===== config.mk =====
export PLATFORM = sky130hd
export DESIGN_NAME = gpio_display_driver_flat
export DESIGN_NICKNAME = d
export VERILOG_FILES = /design/src/rtl/gpio_display_if.sv /design/src/rtl/gpio_display_driver.sv /design/src/flat_wrapper.sv
export SDC_FILE = /design/constraint.sdc
export NUM_CORES = 1
export LEC_CHECK = 0
export BUFFER_PORTS_ARGS = -buffer_cell sky130_fd_sc_hd__buf_2
export CAP_MARGIN = 20
export CORE_MARGIN = 2
export CORE_UTILIZATION = 35
export DETAILED_ROUTE_END_ITERATION = 8
export HOLD_SLACK_MARGIN = 0.03
export PLACE_DENSITY_LB_ADDON = 0.08
export SLEW_MARGIN = 20
export SYNTH_ARGS = -nofsm -noshare
export SYNTH_HDL_FRONTEND = slang
export SYNTH_SLANG_ARGS = --single-unit

===== constraint.sdc =====
create_clock -name clk -period 4.75 [get_ports clk]
set_clock_uncertainty 0.1 [all_clocks]
set_input_delay 0.475 -clock clk [delete_from_list [all_inputs] [get_ports clk]]
set_output_delay 0.475 -clock clk [all_outputs]
set_load 0.005 [all_outputs]

===== src/rtl/gpio_display_if.sv =====
// Bundles the display driver's data/segment signals: the core side drives value/dec_mode,
// the driver returns eight segment digits plus status.
interface gpio_display_if;
   logic [31:0] value;
   logic        dec_mode;
   logic [6:0]  hex0, hex1, hex2, hex3, hex4, hex5, hex6, hex7;
   logic        busy;
   logic        overflow;

   modport master (
      output value, dec_mode,
      input  hex0, hex1, hex2, hex3, hex4, hex5, hex6, hex7, busy, overflow
   );

   modport slave (
      input  value, dec_mode,
      output hex0, hex1, hex2, hex3, hex4, hex5, hex6, hex7, busy, overflow
   );
endinterface


===== src/rtl/gpio_display_driver.sv =====
// Seven-segment driver for the CPU gpio_out word: registered hex or double-dabble decimal
// conversion, refreshed only when the shown value or mode is stale.
//
// state | meaning
// IDLE  | display current, compare input against shadow registers
// CONV  | one double-dabble step per cycle, 32 cycles
// LATCH | decode captured value into the segment registers
module gpio_display_driver #(
   parameter bit ACTIVE_LOW = 1'b1
) (
   input logic            clk,
   input logic            rst,
   gpio_display_if.slave  io
);
   typedef enum logic [1:0] {IDLE, CONV, LATCH} state_t;

   state_t      state, state_nxt;
   logic [31:0] shown_val, cap_val;
   logic        shown_mode, shown_ok, cap_mode;
   logic [39:0] bcd, bcd_adj, bcd_step;
   logic [4:0]  cnt;
   logic        start;
   logic [6:0]  hex_q [8];
   logic [6:0]  hex_nxt [8];
   logic        ovf_q, ovf_nxt;
   int          msd;

   localparam logic [6:0] BLANK = ACTIVE_LOW ? 7'h7F : 7'h00;
   localparam logic [6:0] DASH  = ACTIVE_LOW ? 7'h3F : 7'h40;

   function automatic logic [6:0] glyph(input logic [3:0] n);
      logic [6:0] g;
      case (n)
         4'h0: g = 7'h3F;  4'h1: g = 7'h06;  4'h2: g = 7'h5B;  4'h3: g = 7'h4F;
         4'h4: g = 7'h66;  4'h5: g = 7'h6D;  4'h6: g = 7'h7D;  4'h7: g = 7'h07;
         4'h8: g = 7'h7F;  4'h9: g = 7'h6F;  4'hA: g = 7'h77;  4'hB: g = 7'h7C;
         4'hC: g = 7'h39;  4'hD: g = 7'h5E;  4'hE: g = 7'h79;  default: g = 7'h71;
      endcase
      return ACTIVE_LOW ? ~g : g;
   endfunction

   assign start = !shown_ok || (io.value != shown_val) || (io.dec_mode != shown_mode);

   always_ff @(posedge clk) begin
      if (rst) state <= IDLE;
      else     state <= state_nxt;
   end

   always_comb begin
      state_nxt = state;
      case (state)
         IDLE:    if (start) state_nxt = io.dec_mode ? CONV : LATCH;
         CONV:    if (cnt == 5'd31) state_nxt = LATCH;
         LATCH:   state_nxt = IDLE;
         default: state_nxt = IDLE;
      endcase
   end

   // Add-3 correction on every nibble, then shift in the next value bit MSB first.
   always_comb begin
      bcd_adj = bcd;
      for (int i = 0; i < 10; i++)
         if (bcd[4*i +: 4] >= 4'd5) bcd_adj[4*i +: 4] = bcd[4*i +: 4] + 4'd3;
      bcd_step = {bcd_adj[38:0], cap_val[~cnt]};
   end

   always_comb begin
      io.busy = (state != IDLE);
      ovf_nxt = 1'b0;
      msd     = 0;
      for (int i = 0; i < 8; i++)
         if (bcd[4*i +: 4] != 4'd0) msd = i;
      for (int i = 0; i < 8; i++)
         hex_nxt[i] = glyph(cap_val[4*i +: 4]);
      if (cap_mode) begin
         if (bcd[39:32] != 8'd0) begin
            ovf_nxt = 1'b1;
            for (int i = 0; i < 8; i++) hex_nxt[i] = DASH;
         end else begin
            for (int i = 0; i < 8; i++)
               hex_nxt[i] = (i > msd) ? BLANK : glyph(bcd[4*i +: 4]);
         end
      end
   end

   always_ff @(posedge clk) begin
      if (rst) begin
         shown_val  <= '0;
         shown_mode <= 1'b0;
         shown_ok   <= 1'b0;
         cap_val    <= '0;
         cap_mode   <= 1'b0;
         bcd        <= '0;
         cnt        <= '0;
         ovf_q      <= 1'b0;
         for (int i = 0; i < 8; i++) hex_q[i] <= BLANK;
      end else begin
         case (state)
            IDLE: if (start) begin
               cap_val  <= io.value;
               cap_mode <= io.dec_mode;
               bcd      <= '0;
               cnt      <= '0;
            end
            CONV: begin
               bcd <= bcd_step;
               cnt <= cnt + 5'd1;
            end
            LATCH: begin
               hex_q      <= hex_nxt;
               ovf_q      <= ovf_nxt;
               shown_val  <= cap_val;
               shown_mode <= cap_mode;
               shown_ok   <= 1'b1;
            end
            default: ;
         endcase
      end
   end

   assign io.hex0     = hex_q[0];
   assign io.hex1     = hex_q[1];
   assign io.hex2     = hex_q[2];
   assign io.hex3     = hex_q[3];
   assign io.hex4     = hex_q[4];
   assign io.hex5     = hex_q[5];
   assign io.hex6     = hex_q[6];
   assign io.hex7     = hex_q[7];
   assign io.overflow = ovf_q;
endmodule


===== src/flat_wrapper.sv =====
// flat-port wrapper written by rule: the top's interface ports become plain ports
module gpio_display_driver_flat 
#(
   parameter bit ACTIVE_LOW = 1'b1
)
  (clk, rst, io_value, io_dec_mode, io_hex0, io_hex1, io_hex2, io_hex3, io_hex4, io_hex5, io_hex6, io_hex7, io_busy, io_overflow);
  gpio_display_if io_i ();
  input logic clk;
  input logic rst;
  input wire logic [$bits(io_i.value)-1:0] io_value;
  input wire logic [$bits(io_i.dec_mode)-1:0] io_dec_mode;
  output wire logic [$bits(io_i.hex0)-1:0] io_hex0;
  output wire logic [$bits(io_i.hex1)-1:0] io_hex1;
  output wire logic [$bits(io_i.hex2)-1:0] io_hex2;
  output wire logic [$bits(io_i.hex3)-1:0] io_hex3;
  output wire logic [$bits(io_i.hex4)-1:0] io_hex4;
  output wire logic [$bits(io_i.hex5)-1:0] io_hex5;
  output wire logic [$bits(io_i.hex6)-1:0] io_hex6;
  output wire logic [$bits(io_i.hex7)-1:0] io_hex7;
  output wire logic [$bits(io_i.busy)-1:0] io_busy;
  output wire logic [$bits(io_i.overflow)-1:0] io_overflow;
  assign io_i.value = io_value;
  assign io_i.dec_mode = io_dec_mode;
  assign io_hex0 = io_i.hex0;
  assign io_hex1 = io_i.hex1;
  assign io_hex2 = io_i.hex2;
  assign io_hex3 = io_i.hex3;
  assign io_hex4 = io_i.hex4;
  assign io_hex5 = io_i.hex5;
  assign io_hex6 = io_i.hex6;
  assign io_hex7 = io_i.hex7;
  assign io_busy = io_i.busy;
  assign io_overflow = io_i.overflow;
  gpio_display_driver #(.ACTIVE_LOW(ACTIVE_LOW)) u_core (.clk(clk), .rst(rst), .io(io_i));
endmodule

======== Word level (Yosys, flattened, before mapping) ========
Memories as Yosys holds them, arrays and structs flattened. A register that Yosys moved wholly into a read port is not among the register bits.
Cells that the tools add are included.
word-level totals
  bits in latches ......................... 0
  bits in writable memories ............... 0
  output and inout port bits .............. 58
  bits of input ports ..................... 35
  logic and storage cells ................. 191
  memory bits (read-only) ................. 1792
  memories ................................ 16
  flip-flop bits (word level) ............. 171
memory list
  name              depth  width  rd ports  clocked after memory_dff  write ports  line                       RTL
  (name not given)  16     7      1         1                         0            gpio_display_driver.sv:33  case (n)
  (name not given)  16     7      1         1                         0            gpio_display_driver.sv:33
  (name not given)  16     7      1         1                         0            gpio_display_driver.sv:33
  (name not given)  16     7      1         1                         0            gpio_display_driver.sv:33
  (name not given)  16     7      1         1                         0            gpio_display_driver.sv:33
  (name not given)  16     7      1         1                         0            gpio_display_driver.sv:33
  +10 memories      --     --     --        --                        --           --
cells by class
  bitwise gates (word level) .............. 17
  multiply operators ...................... 0
  add/sub/neg operators ................... 11
  order comparisons ....................... 19
  divide/modulo/power cells ............... 0
  shift operators ......................... 0
  equality and inequality tests ........... 7
  multiplexer cells ....................... 87
  reductions and logical operators ........ 17
operators by type and width
  kind                 count
  $mux 7               24
  $mux 4               41
  $mux 56              2
  $not 7->7            16
  $pmux 40 s2          1
  $ge 4x3->1 const B   10
  $mux 40              1
  $add 4x2->4 const B  9
  $ne 32x32->1         1
  $reduce_bool 4->1    7
  $mux 3               5
  $gt 3x3->1 const A   4
  $mux 2               5
  $pmux 5 s2           1
  $reduce_bool 8->1    1
  $gt 1x3->1 const A   2
  $gt 2x3->1 const A   2
  $lt 5x6->1 const B   1
  $reduce_and 2->1     3
  $add 5x1->5 const B  1
  $bmux 1 s5           1
  $eq 5x5->1 const B   1
  $mux 5               1
  $not 5->5            1
  other kinds (11)     17

======== Longest topological paths before layout ========
Gate-level depths: netlist of the first run.
  word-level depth ........................ 12
  mapped depth ............................ 15
  mapped depth without buffers ............ 12

======== Worst setup path before layout of the first run ========
OpenSTA, ideal clock, no wires.
  path type ............................... input to register
  start point ............................. input port io_value[11]
  end point ............................... register with a tool-made name
  setup slack ............................. 0.919 ns
  buffers on the path ..................... 2
  arrival time ............................ 3.596 ns
  required time ........................... 4.516 ns
  library setup time ...................... 0.134 ns
  stages on the path ...................... 11
  cells stage by stage .................... and2b_1 a2111o_1 or4_4 nor4_2 buf_4 a21oi_2 buf_2 o32ai_1 inv_1 ha_1 mux4_2
RTL lines
  element             line                RTL
  start: declaration  flat_wrapper.sv:10  input wire logic [$bits(io_i.value)-1:0] io_value;

==> summary.md, run 1 <==
| Metric | Value |
|---|---|
| Status | completed |
| Crit-path cells | and2b_1 -> a2111o_1 -> or4_4 -> nor4_4 -> buf_4 -> nor2_2 -> buf_4 -> mux2i_1 -> nor2_1 -> inv_1 -> ha_1 -> a22oi_1 -> o22a_1 |
| CP arrival | 4.27 ns |
| First-pass GRT wire length | 76100 um |
| Period Utilization, post-route | 83.0% |
| Non-Filler Instances | 2435 |
| RePlAce Congestion | 0.838 |
| FF+latch count, synth | 283 |
| IO Port Bufs | 92 |
| Synth top area share | 36.0% |
| FMAX | 254 MHz |
| Reg area | 5670 sq um |
| Hold slack | 0.171 ns |
| Vias/cell | 5.40 |
| Syn Inst Count | 1760 |
| Number of CTS-inserted buffers | 36 |
| Placed Instances | 2371 |
| Fin area | 17900 sq um |
| Post-Syn Nets | 1930 |
| Pwr Density | 358 nW/um^2 |
| Core area | 44300 sq um |
| Initial antenna violation count | 0 |
| Boundary pin count | 93 |
| Max-Cap Viols | 0 |
| WS Path Type | flop to flop |
| Post-Syn Area | 15700 sq um |
| Unique masters post-synth | 74 |
| Largest net degree at the start of global routing | 119 |
| CP endpoint kind | flop |
| Row count | 77 |
| Fillcell total | 4491 |
| CTS tree | yes |
| Post-synth EDFFs | 0 |
| Final hold violations | 0 |
| Clk sinks | 283 |
| Final Max Slew Viols | 0 |
| Hold crit path type | input pin to flop |
| Drt drc | 0 |
| Final layout net count | 1987 |
| CP dominant cell by count | buf_4 |
| CP top delay family | simple AND/OR/NAND/NOR gates |
| Antenna Nets Post-Route | 0 |
| Final WL | 49700 um |
| Setup TNS | 0 ns |
| Worst-margin pin slew | 1.06 ns |
| Max rail drop VDD | 333 uV |
| Yosys warns | 0 |
| Final min period | 3.94 ns |
| DR pass1 iterations | 5 |
| Clock Pin Slew Worst Setup and Hold Paths | 0.06 ns |
| GR Util All Layers | 21.0% |
| Placed Area | 16700 sq um |
| H-tree depth | 2 |
| Die W | 216 um |
| Die area | 46600 sq um |
| Area delta synth->final | 13.9% |
| Drt wl/cell | 20.4 um |
| Grt ovf | 0 |
| Worst-Skew Late Latency | 0.55 ns |
| Yosys top cell by area | dfxtp_1 |
| Hpwl dp | 35400 um |
| Crit start category | flop |
| Top cells by area, synth | dfxtp_1, ha_1, a21oi_1, mux2i_1, nand2_1 |
| Layout cells sized above 1 | 15.4% |
| Slowest stage cell, crit path | or4_4 |
| Post-cts resize count | 0 |
| Postcts setup bufs | 0 |
| Syn avg cell area | 8.93 sq um |
| CTS max path bufs | 3 |
| Top FF cell, synth | dfxtp_1 |
| CP required | 5.08 ns |
| Post-synthesis sequential area ratio | 36.0% |
| Worst path max stage delay | 0.58 ns |
| Final setup viols | 0 |
| Multi-input logic area | 9110 sq um |
| Via count | 13200 |
| Slew headroom | 29.1% |
| Hold Buf Count CTS | 0 |
| Vias in the first global route | 12800 |
| RSZ-0062 raised after global routing | no |
| P_leak | 0.00699 uW |
| Clk root buf | clkbuf_16 |
| Ant diodes | 0 |
| Initial Utilization | 35.5% |
| DRT iter0 DRCs | 921 |
| Asr flop ratio synth | 0% |
| Critical path buffer and inverter count | 3 |
| Die Ht | 216 um |
| Max Fanout on Critical Path | 19 |
-- metrics by stage --
step / total power, uW / util, % / setup WS (ns)
after floorplan: 3330 / - / 0.919
after global placement: 3690 / 37.7 / 0.650
after detailed placement: 3690 / 37.7 / 0.590
after CTS: 6500 / 40.4 / 0.804
after global routing: 6690 / 40.4 / 0.570
final: 6410 / 40.4 / 0.809
-- kinds of logic (layout without fill, tap and decap cells) --
| logic type | Yosys count | count (layout) | share of synthesized area, % |
|---|---|---|---|
| buf+inv | 225 | 308 | 6.19 |
| simple gates | 471 | 471 | 14.3 |
| flops | 283 | 283 | 36.0 |
| mux | 100 | 100 | 7.74 |
| fa+ha+maj | 135 | 135 | 10.7 |
| compound gates | 502 | 502 | 22.5 |
| xor+xnor | 44 | 44 | 2.45 |
-- report_power, final --
group	total [uW]	leakage, uW	switching, uW	internal, uW
Sequential	2670	0.00231	125	2540
Combinational	966	0.00409	605	361
Clock	2770	0.000584	1090	1690
Total	6410	0.00699	1820	4590
-- path summary, 6_finish.rpt --
| kind | startpoint | end | slack (ns) | cells after the start |
|---|---|---|---|---|
| setup / recovery | u_core.shown_val[11] | flop | 0.81 | 13 |
| hold / removal | io_dec_mode | u_core.cap_mode | 0.17 | 3 |
| setup reg to reg | u_core.shown_val[11] | flop | 0.81 | 13 |
| hold reg to reg | u_core.io.hex5[4] | u_core.io.hex5[4] | 0.36 | 2 |
-- cell usage after synthesis, types with 15 or more instances --
cell,instances
dfxtp_1,283
nand2_1,163
a21oi_1,161
ha_1,135
nor2_1,130
inv_1,108
clkbuf_1,70
mux2i_1,65
a221oi_1,49
nand2b_1,46
o21ai_0,37
o32ai_1,31
o22ai_1,26
a22oi_1,25
nor3_1,24
xor2_1,24
xnor2_1,20
a2bb2oi_1,19
mux2_2,19
a211oi_1,18
a21o_1,18
a22o_1,17
nand3_1,17
buf_1,16
a21oi_2,15
mux4_2,15
o21ai_1,15
o22a_1,15
-- metal layers --
layer	vias up	global-route usage (%)	wire [um]	share of wire [%]
met5	-	0	0	0
met4	0	7.03	1290	2.6
met3	63	3.21	2210	4.4
met2	294	34.6	23100	46
met1	6387	28.1	23100	46
li1	6416	-	-	-
-- worst reg2reg max path: cells and delay by family (launching register included) --
kind            cells  cell delay [ns]
fa+ha+maj           1             0.25
compound gates      3             0.67
mux                 1             0.29
buf+inv             3             0.76
flops               1             0.36
simple gates        5             1.44
-- layout make-up --
type,count,share of cell area (%)
multi-input cells,1252,50.9
flip-flops and latches,283,31.7
clock buffers,52,5.82
repair buffers,132,4.35
well taps,592,4.14
inverters,112,2.35
clock inverters,12,0.790
-- placed cells by master (no fill, tap or decap), types with 19 or more instances in the layout --
cell and count:
buf_2 91, o22ai_1 26, mux2i_1 65, nor2_1 128
nor3_1 24, a221oi_1 49, a21oi_1 161, a2bb2oi_1 19
nand2b_1 46, o21ai_0 37, o32ai_1 31, buf_4 39
mux2_2 19, clkbuf_16 37, nand2_1 162, dfxtp_1 283
ha_1 135, xnor2_1 20, xor2_1 24, inv_1 107
a22oi_1 25
Power figures use the tool's default switching activity.
==> inputs of run 2 (changes only) <==
Settings changed: ABC_AREA set to 1.
Clock period 4.75 ns to 4.1 ns, I/O delays scaled along.
==> summary.md, run 2 <==
| Metric | Value |
|---|---|
| H-tree depth | 2 |
| Dpl ws | 0.621 ns |
| Commonest cells after routing, fill and taps aside | nand2_1, inv_1, dfxtp_1 |
| Row count | 79 |
| CTS tree | yes |
| Hold crit path type | input pin to flop |
| Die W | 220 um |
| Syn avg cell area | 6.86 sq um |
| Boundary pin count | 93 |
| CP arrival | 3.66 ns |
| Period Utilization, post-route | 82.0% |
| Yosys warns | 0 |
| Vias in the first global route | 14000 |
| Final hold violations | 0 |
| Hold Path Stages | 3 |
| Core area | 46300 sq um |
| CTS max path bufs | 3 |
| Initial antenna violation count | 0 |
| Ant diodes | 0 |
| WS Path Type | flop to flop |
| Worst path max stage delay | 0.61 ns |
| Crit path launch | u_core.shown_val[5] |
| Area delta synth->final | 13.7% |
| Hold Buf Count CTS | 0 |
| Setup TNS | 0 ns |
| Post-cts resize count | 0 |
| Syn Inst Count | 2373 |
| Largest net degree at the start of global routing | 79 |
| Layout cells sized above 1 | 10.7% |
| Slew headroom | 36.6% |
| DR pass1 iterations | 5 |
| Die area | 48300 sq um |
| Clk root buf | clkbuf_16 |
| Top cells by area, synth | dfxtp_1, nand2_1, ha_1, nand3_1, inv_1 |
| Switching power | 2570 uW |
| Multi-input logic area | 8920 sq um |
| Final WL | 48200 um |
| Crit-path cells | inv_1 -> nand2_1 -> nand2_1 -> inv_1 -> nand2_1 -> nor2_1 -> nand2_1 -> nor2_4 -> nand3_4 -> nand2_4 -> o21ai_1 -> nor2_1 -> inv_1 -> ha_1 -> o211ai_1 -> nand2_1 |
| Power share of the clock group | 40.4% |
| CP top delay family | simple AND/OR/NAND/NOR gates |
| GR Util All Layers | 20.2% |
| CP required | 4.40 ns |
| Post-route setup slack | 0.739 ns |
| FMAX | 298 MHz |
| Grt ovf | 0 |
| Top FF cell, synth | dfxtp_1 |
| Final Max Slew Viols | 0 |
| Critical path depth | 16 |
| Reg-to-reg startpoint | u_core.shown_val[5] |
| Hold_sp | io_value[8] |
| Asr flop ratio synth | 0% |
| Hpwl dp | 35200 um |
| Via count | 14900 |
| Unique masters post-synth | 43 |
| Reg area | 5670 sq um |
| Fillcell total | 4917 |
| Reg2Reg Depth | 16 |
| IO Port Bufs | 92 |
| Net Sw Frac | 31.1% |
| Antenna Nets Post-Route | 0 |
| Share of power burned in registers | 39.5% |
| Internal Power | 5710 uW |
| Max-Cap Viols | 0 |
| Synth top area share | 34.8% |
| Most common cell after layout, fill and taps aside | nand2_1 |
| Die Ht | 220 um |
| Max rail drop VDD | 215 uV |
| Status | completed |
| Final layout net count | 2603 |
| Worst-margin pin slew | 0.951 ns |
| Post-Syn Area | 16300 sq um |
| FF+latch count, synth | 283 |
| RePlAce Congestion | 0.899 |
| CP endpoint kind | flop |
| Post-synth EDFFs | 0 |
| Clock Pin Slew Worst Setup and Hold Paths | 0.06 ns |
| Critical path buffer and inverter count | 3 |
| P_leak | 0.00892 uW |
| Pwr Density | 448 nW/um^2 |
| Commonest cells post-synth | nand2_1, inv_1, dfxtp_1 |
| RSZ-0062 raised after global routing | no |
| Post-synthesis sequential area ratio | 34.8% |
| Initial Utilization | 35.2% |
| Slowest stage cell, crit path | nand2_4 |
| Worst-Skew Late Latency | 0.52 ns |
| First-pass GRT wire length | 77200 um |
| CP dominant cell by count | nand2_1 |
| Most frequent cell after synthesis | nand2_1 |
| DRT iter0 DRCs | 1088 |
| Comb power frac | 20.1% |
| Crit start category | flop |
| Post-Syn Nets | 2543 |
| Clk sinks | 283 |
| Final min period | 3.36 ns |
| Max Fanout on Critical Path | 54 |
| Drt wl/cell | 15.7 um |
| Final setup viols | 0 |
| Postcts setup bufs | 0 |
| Number of CTS-inserted buffers | 36 |
| Vias/cell | 4.85 |
| Yosys top cell by area | dfxtp_1 |
| Drt drc | 0 |
run 2: per-layer routing:
layer | routed length, um | up-vias | GRT usage [%]
met5 | 0 | - | 0
met2 | 20700 | 267 | 31.3
li1 | - | 7729 | -
met1 | 24400 | 6838 | 29.3
met4 | 1010 | 0 | 5.06
met3 | 1990 | 61 | 2.68
run 2: power groups by stage:
stage                     registers (uW)  clock network, uW  logic [uW]
final                               3270               3350        1660
after global routing                3300               3560        1910
after CTS                           3270               3450        1680
after detailed placement            3320                  0        1670
after global placement              3320                  0        1680
after floorplan                     3260                  0        1180
run 2: worst paths after layout:
path / slack [ns] / end
hold reg to reg: 0.36 / u_core.io.hex1[2]
setup / recovery: 0.74 / flop
hold / removal: 0.1 / u_core.cap_val[8]
setup reg to reg: 0.74 / flop
run 2: cell type report:
type,count,share of cell area [%]
clock buffer,45,5.33
clock inverter,21,1.46
inverter,336,6.85
multi-input combinational,1663,48.2
sequential,283,30.6
tap,607,4.10
timing repair buffer,113,3.47
run 2: cells by family after synthesis:
| family | synth area share, % |
|---|---|
| AO/OA/AOI/OAI | 14.1 |
| adder cells (fa/ha/maj) | 10.4 |
| AND/OR/NAND/NOR | 29.9 |
| flip-flops | 34.8 |
| XOR/XNOR | 0.377 |
| buffers and inverters | 10.5 |
run 2: tightest hold or removal path: stages:
cell     delay [ns]
buf_2          0.12
o21ai_2        0.08
nor2_1         0.07
run 2: per-stage QoR:
stage / instances / total power [uW] / instance area [sq um] / hold slack, ns / util (%)
after floorplan: 2373 / 4440 / 16300 / 0.344 / -
after global placement: 3002 / 5000 / 17300 / 0.348 / 37.3
after detailed placement: 3002 / 4980 / 17300 / 0.349 / 37.3
after CTS: 3068 / 8400 / 18500 / 0.0786 / 40.0
after global routing: 3068 / 8780 / 18500 / 0.114 / 40.0
final: 3068 / 8280 / 18500 / 0.0994 / 40.0
==> inputs of run 3 (changes only) <==
Settings changed: ABC_AREA 1 to 0.
Clock period 4.1 ns to 2.71 ns, I/O delays scaled along.
==> summary.md, run 3 (synthesis results as in run 1) <==
| Metric | Value |
|---|---|
| CP endpoint kind | flop |
| Worst-margin pin slew | 1.01 ns |
| Max Fanout on Critical Path | 8 |
| Final WL | 54500 um |
| DRT iter0 DRCs | 947 |
| Die W | 216 um |
| Switching power | 3520 uW |
| Power share of the clock group | 39.2% |
| Vias in the first global route | 14900 |
| Clk sinks | 283 |
| Vias/cell | 5.21 |
| Post-route setup slack | -0.591 ns |
| Reg-to-reg startpoint | u_core.shown_val[11] |
| Pwr Density | 504 nW/um^2 |
| Antenna Nets Post-Route | 0 |
| Placed Instances | 2683 |
| Most common cell after layout, fill and taps aside | buf_4 |
| Slew headroom | 32.3% |
| Comb power frac | 22.9% |
| H-tree depth | 2 |
| Initial antenna violation count | 0 |
| Non-Filler Instances | 2833 |
| Via count | 14800 |
| Grt ovf | 0 |
| Max-Cap Viols | 0 |
| P_leak | 0.00937 uW |
| Worst Hold End | u_core.cap_val[12] |
| FMAX | 303 MHz |
| CP arrival | 3.61 ns |
| Drt wl/cell | 19.3 um |
| Net Sw Frac | 28.7% |
| Final cell utilization of the core | 54.8% |
| CP required | 3.02 ns |
| Flop-to-flop setup slack | -0.59 ns |
| Failing checks | negative setup slack |
| Hpwl dp | 38000 um |
| Area delta synth->final | 54.4% |
| Number of CTS-inserted buffers | 35 |
| Final layout net count | 2387 |
| Final Max Slew Viols | 0 |
| Drt drc | 0 |
| First-pass GRT wire length | 83300 um |
| Hold_sp | io_value[12] |
| Internal Power | 8720 uW |
| Hold crit path type | input pin to flop |
| Final setup viols | 119 |
| Final min period | 3.30 ns |
| CTS tree | yes |
| Largest net degree at the start of global routing | 133 |
| Commonest cells after routing, fill and taps aside | buf_4, dfxtp_1, nand2_1 |
| Initial Utilization | 35.5% |
| Ant diodes | 0 |
| Die area | 46600 sq um |
| GR Util All Layers | 22.6% |
| Status | finished with violations |
| Worst-Skew Late Latency | 0.54 ns |
| Share of power burned in registers | 37.9% |
| Hold Path Stages | 4 |
| RSZ-0062 raised after global routing | yes |
| IO Port Bufs | 92 |
| Clk root buf | clkbuf_16 |
| Final hold violations | 0 |
| Clock Pin Slew Worst Setup and Hold Paths | 0.06 ns |
| Period Utilization, post-route | 122% |
| Layout cells sized above 1 | 47.3% |
| DR pass1 iterations | 5 |
| CTS max path bufs | 3 |
| Core area | 44300 sq um |
| Max rail drop VDD | 428 uV |
| Setup TNS | -47.24 ns |
| Row count | 77 |
| Die Ht | 216 um |
| Fillcell total | 3960 |
| WS Path Type | flop to flop |
| Reg2Reg Depth | 12 |
| RePlAce Congestion | 0.882 |
| Crit start category | flop |
| Boundary pin count | 93 |
run 3: cell count changes in the layout (fill, tap and decap cells not counted), sizes merged, moves of 21 or more:
cell and delta:
a211oi +26, buf +411, a221oi +49, o32ai +31, nor2 +29, inv -223
nand2 -554, xor2 +22, nor3 +21, o21ai -107, nand2b +46, nand3 -244
mux2i +65
run 3: layout make-up:
class / count / area [sq um] / share of cell area [%]
Inverter: 112 / 458 / 1.89
Clock inverter: 12 / 140 / 0.577
Sequential cell: 283 / 5670 / 23.3
Multi-Input combinational cell: 1258 / 12000 / 49.4
Timing Repair Buffer: 527 / 4230 / 17.4
Clock buffer: 49 / 1040 / 4.29
Tap cell: 592 / 741 / 3.05
run 3: power by group through the flow:
stage | logic, uW | clock network (uW) | registers (uW)
3_3_place_gp | 2250 | 0 | 4730
5_1_grt | 3020 | 5100 | 4660
4_1_cts | 2590 | 4930 | 4640
2_1_floorplan | 1350 | 0 | 4660
6_report | 2800 | 4800 | 4640
3_5_place_dp | 2260 | 0 | 4730
run 3: metal layers:
metal  GRT usage, %  up-vias  share of wire, %  routed length [um]
li1               -     7235                 -                   -
met1           29.0     7204                46               25100
met2           38.8      258                48               26400
met3           3.20       74               3.1                1680
met4           7.63        0               2.5                1380
met5              0        -                 0                   0
run 3: how the worst max path moves through the flow:
stage	startpoint	end
after floorplan	u_core.shown_val[11]	flop
after global placement	io_value[11]	flop
after detailed placement	io_value[11]	flop
after CTS	u_core.shown_val[11]	flop
after global routing	u_core.shown_val[11]	flop
final	u_core.shown_val[11]	flop
run 3: metrics by stage:
stage	hold WS (ns)	power (uW)	worst slack [ns]	area, sq um
floorplan	0.289	6000	-0.545	16800
global placement	0.340	6980	-0.643	20200
detailed placement	0.348	6990	-0.686	20200
CTS	0.0355	12200	-0.591	23100
global route	0.0966	12800	-0.680	24300
finish	0.0761	12200	-0.591	24300
run 3: repair_timing:
item                                    4_1_cts  5_1_grt
pin swaps                                    70       78
endpoints found under the setup margin      135      159
endpoints found under the hold margin         4        0
hold buffers                                  3        0
buffers inserted                             48       44
gates resized for setup                     268      192
cloned                                        6        2
run 3: worst max-delay path, cell delays in order, from the launching register on:
cell	delay, ns
dfxtp_2	0.32
nor2b_1	0.12
a2111o_1	0.37
or4_4	0.45
nor4_4	0.19
buf_6	0.17
a21oi_4	0.09
buf_12	0.18
buf_12	0.13
o32ai_4	0.28
ha_2	0.25
inv_2	0.05
mux4_2	0.46
